`src/rtl/uart_pkg.sv`:
```
// rtl/uart_pkg.sv - shared state encodings and baud divisor helper for the CPLD UART responder
package uart_pkg;

    typedef enum logic [1:0] {
        TX_IDLE  = 2'd0,
        TX_START = 2'd1,
        TX_DATA  = 2'd2,
        TX_STOP  = 2'd3
    } tx_state_e;

    typedef enum logic [1:0] {
        RX_IDLE  = 2'd0,
        RX_START = 2'd1,
        RX_DATA  = 2'd2,
        RX_STOP  = 2'd3
    } rx_state_e;

    function automatic int unsigned UART_DIV(input int unsigned clk_hz, input int unsigned baud);
        return clk_hz / baud;
    endfunction

endpackage

```
`src/rtl/uart_tx_serializer.sv`:
```
// rtl/uart_tx_serializer.sv - THR handoff, 8N1 shifter and TX FSM with tbre/tsre status
module uart_tx_serializer
    import uart_pkg::*;
#(
    parameter int unsigned DIV = 16
) (
    input  logic       clk,
    input  logic       rst_n,
    input  logic       wr_i,
    input  logic [7:0] data_i,
    output logic       tbre_o,
    output logic       tsre_o,
    output logic       txd_o
);

    localparam int unsigned CW = (DIV > 1) ? $clog2(DIV) : 1;
    localparam logic [CW-1:0] CNT_MAX = CW'(DIV - 1);

    tx_state_e   state_q, state_d;
    logic [CW-1:0] cnt_q, cnt_d;
    logic [2:0]  idx_q, idx_d;
    logic [7:0]  shift_q, shift_d;
    logic [7:0]  thr_q, thr_d;
    logic        tbre_q, tbre_d;
    logic        tsre_q, tsre_d;
    logic        txd_q, txd_d;
    logic        load;
    logic        accept;
    logic        bit_end;

    always_ff @(posedge clk or negedge rst_n) begin
        if (!rst_n) begin
            state_q <= TX_IDLE;
            cnt_q   <= '0;
            idx_q   <= '0;
            shift_q <= '0;
            thr_q   <= '0;
            tbre_q  <= 1'b1;
            tsre_q  <= 1'b1;
            txd_q   <= 1'b1;
        end else begin
            state_q <= state_d;
            cnt_q   <= cnt_d;
            idx_q   <= idx_d;
            shift_q <= shift_d;
            thr_q   <= thr_d;
            tbre_q  <= tbre_d;
            tsre_q  <= tsre_d;
            txd_q   <= txd_d;
        end
    end

    always_comb begin
        state_d = state_q;
        idx_d   = idx_q;
        shift_d = shift_q;
        thr_d   = thr_q;
        tsre_d  = tsre_q;
        txd_d   = txd_q;
        load    = 1'b0;
        bit_end = (cnt_q == CNT_MAX);
        cnt_d   = bit_end ? '0 : cnt_q + 1'b1;

        case (state_q)
            TX_IDLE: begin
                cnt_d = '0;
                if (!tbre_q) load = 1'b1;
            end
            TX_START: begin
                if (bit_end) begin
                    state_d = TX_DATA;
                    txd_d   = shift_q[0];
                end
            end
            TX_DATA: begin
                if (bit_end) begin
                    idx_d = idx_q + 3'd1;
                    if (idx_q == 3'd7) begin
                        state_d = TX_STOP;
                        txd_d   = 1'b1;
                    end else begin
                        shift_d = {1'b0, shift_q[7:1]};
                        txd_d   = shift_q[1];
                    end
                end
            end
            TX_STOP: begin
                if (bit_end) begin
                    if (!tbre_q) begin
                        load = 1'b1;
                    end else begin
                        state_d = TX_IDLE;
                        tsre_d  = 1'b1;
                    end
                end
            end
            default: state_d = TX_IDLE;
        endcase

        // The transfer frees THR on this edge, so a coincident write still lands.
        if (load) begin
            shift_d = thr_q;
            state_d = TX_START;
            cnt_d   = '0;
            txd_d   = 1'b0;
            tsre_d  = 1'b0;
        end

        accept = wr_i && (tbre_q || load);
        if (accept) thr_d = data_i;
        tbre_d = accept ? 1'b0 : (load ? 1'b1 : tbre_q);
    end

    assign tbre_o = tbre_q;
    assign tsre_o = tsre_q;
    assign txd_o  = txd_q;

endmodule

```
`src/rtl/cpld_uart_responder.sv`:
```
// rtl/cpld_uart_responder.sv - CPLD serial controller emulation: strobe bus, RX path, RBR
module cpld_uart_responder
    import uart_pkg::*;
#(
    parameter int unsigned CLK_HZ = 50000000,
    parameter int unsigned BAUD   = 115200
) (
    input  logic       clk,
    input  logic       rst,
    input  logic       uart_rdn,
    input  logic       uart_wrn,
    input  logic [7:0] data_i,
    output logic [7:0] data_o,
    output logic       data_oe,
    output logic       uart_dataready,
    output logic       uart_tbre,
    output logic       uart_tsre,
    output logic       rx_overrun,
    output logic       txd,
    input  logic       rxd
);

    localparam int unsigned DIV = UART_DIV(CLK_HZ, BAUD);
    localparam int unsigned CW  = (DIV > 1) ? $clog2(DIV) : 1;
    localparam logic [CW-1:0] CNT_MAX  = CW'(DIV - 1);
    localparam logic [CW-1:0] HALF_MAX = CW'(DIV / 2 - 1);

    // [1:0] synchronize, [2] holds the previous synchronized value for edge detection.
    logic [2:0] rdn_q, wrn_q, rx_q;
    logic       rd_rise, wr_fall, rx_fall, rx_bit;

    rx_state_e     rx_state_q, rx_state_d;
    logic [CW-1:0] rx_cnt_q, rx_cnt_d;
    logic [2:0]    rx_idx_q, rx_idx_d;
    logic [7:0]    rx_sh_q, rx_sh_d;
    logic [7:0]    rbr_q, rbr_d;
    logic          dr_q, dr_d;
    logic          ov_q, ov_d;
    logic          done;

    always_ff @(posedge clk or negedge rst) begin
        if (!rst) begin
            rdn_q      <= 3'b111;
            wrn_q      <= 3'b111;
            rx_q       <= 3'b111;
            rx_state_q <= RX_IDLE;
            rx_cnt_q   <= '0;
            rx_idx_q   <= '0;
            rx_sh_q    <= '0;
            rbr_q      <= '0;
            dr_q       <= 1'b0;
            ov_q       <= 1'b0;
        end else begin
            rdn_q      <= {rdn_q[1:0], uart_rdn};
            wrn_q      <= {wrn_q[1:0], uart_wrn};
            rx_q       <= {rx_q[1:0], rxd};
            rx_state_q <= rx_state_d;
            rx_cnt_q   <= rx_cnt_d;
            rx_idx_q   <= rx_idx_d;
            rx_sh_q    <= rx_sh_d;
            rbr_q      <= rbr_d;
            dr_q       <= dr_d;
            ov_q       <= ov_d;
        end
    end

    assign rd_rise = rdn_q[1] & ~rdn_q[2];
    assign wr_fall = ~wrn_q[1] & wrn_q[2];
    assign rx_fall = ~rx_q[1] & rx_q[2];
    assign rx_bit  = rx_q[1];

    always_comb begin
        rx_state_d = rx_state_q;
        rx_cnt_d   = rx_cnt_q + 1'b1;
        rx_idx_d   = rx_idx_q;
        rx_sh_d    = rx_sh_q;
        done       = 1'b0;

        case (rx_state_q)
            RX_IDLE: begin
                rx_cnt_d = '0;
                if (rx_fall) rx_state_d = RX_START;
            end
            RX_START: begin
                if (rx_cnt_q == HALF_MAX) begin
                    rx_cnt_d   = '0;
                    rx_state_d = rx_bit ? RX_IDLE : RX_DATA;
                end
            end
            RX_DATA: begin
                if (rx_cnt_q == CNT_MAX) begin
                    rx_cnt_d = '0;
                    rx_sh_d  = {rx_bit, rx_sh_q[7:1]};
                    rx_idx_d = rx_idx_q + 3'd1;
                    if (rx_idx_q == 3'd7) rx_state_d = RX_STOP;
                end
            end
            RX_STOP: begin
                if (rx_cnt_q == CNT_MAX) begin
                    rx_cnt_d   = '0;
                    rx_state_d = RX_IDLE;
                    done       = rx_bit;
                end
            end
            default: rx_state_d = RX_IDLE;
        endcase
    end

    // A frame completing on the read-clear edge takes priority over the clear.
    always_comb begin
        rbr_d = rbr_q;
        dr_d  = dr_q;
        ov_d  = ov_q;
        if (rd_rise) begin
            dr_d = 1'b0;
            ov_d = 1'b0;
        end
        if (done) begin
            if (!dr_q || rd_rise) begin
                rbr_d = rx_sh_q;
                dr_d  = 1'b1;
            end else begin
                ov_d = 1'b1;
            end
        end
    end

    uart_tx_serializer #(
        .DIV (DIV)
    ) u_tx (
        .clk    (clk),
        .rst_n  (rst),
        .wr_i   (wr_fall),
        .data_i (data_i),
        .tbre_o (uart_tbre),
        .tsre_o (uart_tsre),
        .txd_o  (txd)
    );

    assign data_o         = rbr_q;
    assign data_oe        = rst & ~uart_rdn;
    assign uart_dataready = dr_q;
    assign rx_overrun     = ov_q;

endmodule
```
`config.mk`:
```
export PLATFORM = sky130hd
export DESIGN_NAME = cpld_uart_responder
export DESIGN_NICKNAME = d
export VERILOG_FILES = /design/src/rtl/uart_pkg.sv /design/src/rtl/uart_tx_serializer.sv /design/src/rtl/cpld_uart_responder.sv
export SDC_FILE = /design/constraint.sdc
export NUM_CORES = 1
export LEC_CHECK = 0
export BUFFER_PORTS_ARGS = -buffer_cell sky130_fd_sc_hd__buf_4
export CAP_MARGIN = 20
export CORE_MARGIN = 1.5
export CORE_UTILIZATION = 64
export DETAILED_ROUTE_END_ITERATION = 10
export PLACE_DENSITY = 0.87
export SYNTH_ARGS = -nofsm -noshare
export SYNTH_HDL_FRONTEND = slang
export SYNTH_HIERARCHICAL = 1
export SYNTH_SLANG_ARGS = --single-unit
```
`constraint.sdc`:
```
create_clock -name clk -period 3.7 [get_ports clk]
set_input_delay 0.74 -clock clk [delete_from_list [all_inputs] [get_ports clk]]
set_output_delay 0.74 -clock clk [all_outputs]
set_load 0.05 [all_outputs]
```
Word-level counts from Yosys, hierarchy flattened:

Index checks and enable logic that the tools add are counted.

* add/sub/neg operators: 4
* $mul: 0
* divide/modulo/power cells: 0
* order comparisons: 0
* eq/ne operators: 22
* shift-type cells: 0
* multiplexer cells: 46
* bitwise operators: 8
* reductions and logical operators: 22

Operators with widths (count)
* 2-to-1 mux 9 bit: 5
* 2-to-1 mux 8 bit: 4
* case mux 9 bit (3 select lines): 1
* 2-to-1 mux 2 bit: 12
* 2-to-1 mux 1 bit: 20
* adder 9 x 1 -> 9 bit, second input constant: 2
* equality test 9 bit, second input constant: 2
* inequality test 3 x 1 -> 1 bit, second input constant: 5
* inequality test 2 bit, second input constant: 5
* nonzero test 2 bit: 5
* equality test 9 x 8 -> 1 bit, second input constant: 1
* AND reduction 3 bit: 3
* equality test 2 bit, second input constant: 4
* case mux 2 bit (4 select lines): 1
* adder 3 x 1 -> 3 bit, second input constant: 2
* equality test 3 bit, second input constant: 2
* case mux 2 bit (3 select lines): 1
* AND reduction 2 bit: 3
* AND reduction 6 bit: 1
* AND reduction 5 bit: 1
* AND 1 bit: 4
* equality test 2 x 1 -> 1 bit, second input constant: 2
* zero test 2 bit: 2
* NOT 1 bit: 4
* 8 further kinds: 10

* register bits: 74
* bits in latches: 0
* memory bits (writable): 0
* ROM bits: 0
* input port bits: 13
* output and inout port bits: 14
* word-level logic and storage cells: 120
* memories kept: 0

Depth between registers and ports, before layout:

Gate-level depths: netlist of run 1.

* word-level depth: 6
* mapped depth: 8
* depth with buffers taken out: 6

Modules after synthesis:

Netlist of run 1, hierarchy kept.

Modules (own cells, without submodules)
* cpld_uart_responder: times used 1, cells each 122, area each 1702.9 sq um, seq. area each 1037.2 sq um
* uart_tx_serializer: times used 1, cells each 134, area each 1625.3 sq um, seq. area each 829.5 sq um

Worst setup path before layout of run 1:

Ideal clock, no wire load.

* path kind: input-to-output
* start: in rst
* end: out data_oe
* arrival time: 1.447 ns
* required time: 2.960 ns
* path slack: 1.513 ns
* cell stages on the path: 1
* buffers on the path: 0
* cell sequence: nor2b_1

* word-level cells in the longest chain between the ends: 1

Ends and longest elaborated chain
* start, declared: RTL line cpld_uart_responder.sv:9 `input logic rst,`
* AND 1 bit: RTL line cpld_uart_responder.sv:141 `assign data_oe = rst & ~uart_rdn;`
* end, declared: RTL line cpld_uart_responder.sv:14 `output logic data_oe,`

Every way passes these cells.

Worst setup path in the final report of run 1:

Same ends and word-level chain as after synthesis.

==> metrics.txt, run 1 <==
critical path class=input port to output pin; prevailing post-synth register cell=dfrtp_1; WL final=5670 um; CTS H-tree depth=3; FF+latch count, synth=74; DP HPWL=3780 um; DRC viols=0; Pre-Repair DR Iteration Count=5; Placeable Area=5070 um^2; RePlAce Congestion=0.871; Peak Freq=0.455 GHz; final cycle utilization of the critical path=0.593; Rows=26; Hold WS=0.294 ns; Vias/cell=5.66; Post-CTS Setup Inserts=0; sequential area share after synthesis=0.561; Power Total=1.71 mW; placed cell areas=3610 um^2; CP Max Fanout=27; antenna violations before repair=0; status=finished, final reports clean; largest net degree at the start of global routing=50; Slew Limit Fails=0; clock latency on the worst-skew pair=0.35 ns; Hold Crit Class=input port to async pin; Die Y=75.1 um; PD cells=448 nW/um^2; Via Count=2070; synthesized cell area=3330 um^2; Yosys top cell by area=dfrtp_1; ys async rst share=1.00; number of global-route vias before repair=1981; Layout Nets=317; Worst setup SP type=input port; Slew headroom=0.492; yosys synthesis warning count=6; Synth area leaders=dfrtp_1, mux2_2, dfstp_2; CTS Buffer Depth=2; GRT Resource Usage Total=0.223; clock sinks=74; worst path required time=2.96 ns; pre-CTS setup slack=1.50 ns; I/O pin cnt=27; wire length per cell=15.5 um; # hold bufs at CTS=0; Final Util=0.753; Antenna diodes=0; Clock Skew=0.00772 ns; total negative slack=0 ns; count leader, synth=dfrtp_1; synth cell count leaders=dfrtp_1, mux2_2, nor2_1, ha_1, dfstp_2; P_leak=1.76 nW; area grow syn2layout=14.8%; Max-Cap Viols=0; root buffer cell=clkbuf_8; first-pass GRT wire length=9210 um; Cell Count, Final, Fillers Out=366; DIE AREA=5640 um^2; Fin. Hold Viols=0; Final ANT Viol Nets=0; Port Buf Inserts=26; Die X=75.1 um; # setup viols final=0; arrival time of the worst setup path=1.46 ns; TritonCTS clock tree=built; Max VDD drop=0.379 mV; Syn Inst Count=256; RSZ-0062 raised after global routing=false; Iteration-0 DRC Markers=53; Synth cell types=49; fin worst setup slack=1.50 ns; Clock transition at path regs=0.09 ns; Overflow after GRT=0; Post-synth EDFFs=0; post-route cell area=3820 um^2; placed cell count=350; Syn Nets=282; TritonCTS Buffers=9; Slew @ Worst Pin=0.761 ns; CTS resizes=0; layout cell share with drive strength beyond 1=0.382; minimum clock period=2.20 ns; Initial Utilization=0.656; critical path capture point type=output pin; share of the synthesized area in the top cell type=0.466; syn_area_per_cell=13.0 um^2
==> cells by family after synthesis <==
kind of cell	after synthesis	synth area share
flops	74	0.561
compound gates	30	0.0707
xor+xnor	12	0.0316
mux	43	0.145
simple gates	69	0.124
buf+inv	15	0.0188
fa+ha+maj	13	0.0489
==> cell usage in the layout, fill, tap and decap left out, types with 2 or more instances in the layout <==
cell       netlist  routed
dfstp_2         12      12
nor3_1           2       2
a22oi_1          4       4
or2_2            2       2
clkbuf_8         0       9
xor2_1           5       5
nor2_1          15      15
or3_1            6       6
a21oi_1          6       6
a31oi_1          2       2
xnor2_1          7       7
mux2_2          42      42
nand4bb_1        2       2
nor2b_1          5       5
inv_1           10      10
dfrtp_1         62      62
o21ai_0          8       8
nand2b_1         4       4
inv_6            0       3
ha_1            13      13
nand4_1          3       3
buf_4            1      29
nand2_1          9       9
nand3_1          7       7
==> flip-flops by register name, indices dropped and copies added (netlist names), 8 cells and up, named ones only <==
name and flops:
data_o 8, u_tx/thr_q 8, rx_cnt_q 9, u_tx/cnt_q 9
rx_sh_q 8, u_tx/shift_q 8
==> per-layer routing <==
metal	track usage	vias up	part of all wire
met5	0	-	0
met4	0.0828	0	0.022
met3	0.0763	12	0.036
met2	0.348	43	0.49
met1	0.289	1031	0.45
li1	-	984	-
==> worst max-delay path: stages <==
cell     delay (ns)
buf_4          0.31
nor2b_1        0.18
buf_4          0.20
==> path summary, 6_finish.rpt <==
kind,start,endpoint,slack (ns),depth (start not counted)
hold reg to reg,rdn_q[0]$_DFF_PN1_,rdn_q[1]$_DFF_PN1_,0.36,0
hold / removal,rst,data_o[4]$_DFFE_PN0P_,0.29,1
min in group clk,rdn_q[0]$_DFF_PN1_,rdn_q[1]$_DFF_PN1_,0.36,0
setup / recovery,rst,data_oe,1.50,3
max in group asynchronous,rst,u_tx/cnt_q[6]$_DFF_PN0_,2.50,2
setup reg to reg,u_tx/cnt_q[0]$_DFF_PN0_,u_tx/thr_q[0]$_DFFE_PN0P_,1.58,5
==> cell type report <==
class                   instances  area, um^2
multi-input cells             167        1410
repair buffers                 29         218
clock inverters                 7        83.8
flip-flops and latches         74        1870
fillers                       362        1250
inverters                      10        37.5
well taps                      70        87.6
clock buffers                   9         124
==> power breakdown <==
part	internal, mW	switching, mW	leakage [nW]
registers	0.867	0.0557	0.929
logic	0.0705	0.0684	0.728
clock network	0.324	0.328	0.103
(Power assumes the default switching activity.)
==> run 2, diff against run 1 <==
--- a/config.mk
+++ b/config.mk
@@ -8,9 +8,9 @@
 export BUFFER_PORTS_ARGS = -buffer_cell sky130_fd_sc_hd__buf_4
 export CAP_MARGIN = 20
 export CORE_MARGIN = 1.5
-export CORE_UTILIZATION = 64
+export CORE_UTILIZATION = 59
 export DETAILED_ROUTE_END_ITERATION = 10
-export PLACE_DENSITY = 0.87
+export PLACE_DENSITY = 0.82
 export SYNTH_ARGS = -nofsm -noshare
 export SYNTH_HDL_FRONTEND = slang
 export SYNTH_HIERARCHICAL = 1
==> constraint.sdc (replaced) <==
create_clock -name clk -period 2.2 [get_ports clk]
set_input_delay 0.44 -clock clk [delete_from_list [all_inputs] [get_ports clk]]
set_output_delay 0.44 -clock clk [all_outputs]
set_load 0.05 [all_outputs]
==> run 2 against run 1 <==
Sequential share of layout area down 0.74 points; first-iteration DRC count grew 45%; critical path depth grew 2; worst hold slack worse by 0.084 ns; clock skew is 0.0018 ns higher; highest routed layer unchanged; clock power grew 89%.
==> metrics.txt, run 2 (same netlist as run 1, synthesis figures left out) <==
sw frac=0.226 (-0.0379); P_leak=1.79 nW (+1.8%); Cell Count, Final, Fillers Out=372 (+1.6%); arrival time of the worst setup path=2.29 ns (+0.83 ns); TritonCTS Buffers=9 (unchanged); Layout Nets=321 (+1.3%); Max VDD drop=0.578 mV (+52%); Antenna diodes=0 (unchanged); # setup viols final=0 (unchanged); CTS resizes=0 (unchanged); antenna violations before repair=0 (unchanged); first-pass GRT wire length=9160 um (-0.52%); Fin. Hold Viols=0 (unchanged); switching power total=0.681 mW (+51%); placed cell count=356 (+1.7%); wire length per cell=14.6 um (-5.9%); most common cell after layout, fill and taps aside=dfrtp_1; Post-CTS Setup Inserts=0 (unchanged); fin worst setup slack=0.130 ns (-1.37 ns); minimum clock period=2.07 ns; Port Buf Inserts=26 (unchanged); top flop regs=rx_cnt_q: 9 flops, u_tx/cnt_q: 9 flops; Die X=78.1 um (+4.0%); Clock transition at path regs=0.07 ns (-0.02 ns); DIE AREA=6100 um^2 (+8.1%); final cycle utilization of the critical path=0.941; pre-CTS setup slack=0.124 ns (-1.37 ns); flop-to-flop setup slack=0.13 ns (-1.45 ns); DP HPWL=3780 um (-0.23%); total negative slack=0 ns (unchanged); Final ANT Viol Nets=0 (unchanged); critical path class=flip-flop to flip-flop; Iteration-0 DRC Markers=77 (+45%); worst path required time=2.42 ns (-0.54 ns); Hold Crit Class=input port to flip-flop; critical path capture point type=flip-flop; FILL cells=380 (+5.0%); Pre-Repair DR Iteration Count=6 (+1); RSZ-0062 raised after global routing=false; root buffer cell=clkbuf_8; CTS Buffer Depth=2 (unchanged); layout cell share with drive strength beyond 1=0.383 (+0.00158); Slew headroom=0.410 (-0.0813); # hold bufs at CTS=0 (unchanged); Worst setup SP type=flip-flop; status=finished, final reports clean; CTS H-tree depth=3 (unchanged); Placeable Area=5470 um^2 (+7.8%); RePlAce Congestion=0.870 (-0.16%); Via Count=2050 (-0.97%); Vias/cell=5.51 (-2.6%); Slew Limit Fails=0 (unchanged); CP Max Fanout=8 (-70%); DRC viols=0 (unchanged); clock sinks=74 (unchanged); Overflow after GRT=0 (unchanged); Peak Freq=0.483 GHz; Int Pwr=2.33 mW (+85%); Die Y=78.1 um (+4.0%); number of global-route vias before repair=2057 (+3.8%); Rows=27 (+3.8%); Initial Utilization=0.608 (-0.0477); combinational share of power=0.078 (-0.003); Clock Skew=0.00950 ns (+0.00178 ns); most frequent cells in the layout=dfrtp_1, mux2_2, buf_4, nor2_1, ha_1; PD cells=776 nW/um^2 (+73%); GRT Resource Usage Total=0.192 (-0.0309); largest net degree at the start of global routing=75 (+50%); TritonCTS clock tree=built; clock latency on the worst-skew pair=0.34 ns (about the same); WL final=5420 um (-4.4%); I/O pin cnt=27 (unchanged); Max-Cap Viols=0 (unchanged); Sequential Power Share=0.513 (-0.025); Clk pwr share=0.410 (+0.029); Slew @ Worst Pin=0.885 ns (+0.123 ns); Final Util=0.709 (-0.0440); area grow syn2layout=16.6%
==> run 2: changes by cell type in the layout (fill, tap and decap cells not counted), sizes merged <==
cell / change
buf: +4
bufinv: +2
clkbuf: +2
inv: -4
==> run 2: critical path, stage by stage (launching register included) <==
cell and delay, ns:
dfrtp_1 0.42, ha_1 0.20, and4b_1 0.26, and4b_4 0.23
o31ai_4 0.45, mux2_2 0.39
==> run 2: routing by layer <==
metal	GRT usage	vias up	routed length, um
met5	0	-	0
met4	0.0786	0	31
met3	0.0407	5	148
met2	0.327	31	2810
met1	0.238	1030	2430
li1	-	984	-
==> run 2: worst paths after layout <==
kind                                              start  cells past startpoint                   endpoint
min in group asynchronous                           rst                      2    u_tx/cnt_q[6]$_DFF_PN0_
max in group asynchronous                           rst                      2      rx_cnt_q[0]$_DFF_PN0_
worst max-delay path            u_tx/cnt_q[0]$_DFF_PN0_                      5  u_tx/thr_q[0]$_DFFE_PN0P_
worst max register to register  u_tx/cnt_q[0]$_DFF_PN0_                      5  u_tx/thr_q[0]$_DFFE_PN0P_
worst min register to register        rx_q[0]$_DFF_PN1_                      0          rx_q[1]$_DFF_PN1_
worst min-delay path                                rxd                      1          rx_q[0]$_DFF_PN1_
==> run 2: cell type report <==
type                            count  area, um^2  area share
Sequential cell                    74        1870       0.481
Multi-Input combinational cell    167        1410       0.362
Timing Repair Buffer               33         248      0.0638
Clock buffer                       11         131      0.0338
Clock inverter                      5         103      0.0264
Tap cell                           72        90.1      0.0232
Inverter                           10        37.5     0.00967
==> run 2: metrics by stage <==
stage | hold slack [ns] | total power [mW] | cell area [um^2]
floorplan | 0.144 | 1.71 | 3330
CTS | 0.190 | 3.05 | 3880
finish | 0.210 | 3.01 | 3880
detailed placement | 0.348 | 1.81 | 3650
global route | 0.191 | 3.14 | 3880
global placement | 0.346 | 1.79 | 3650
==> run 2: power by group through the flow <==
stage | logic (mW) | clock network (mW) | registers [mW]
finish | 0.234 | 1.23 | 1.54
global route | 0.267 | 1.32 | 1.56
CTS | 0.240 | 1.26 | 1.54
detailed placement | 0.239 | 0 | 1.57
global placement | 0.230 | 0 | 1.56
floorplan | 0.161 | 0 | 1.54
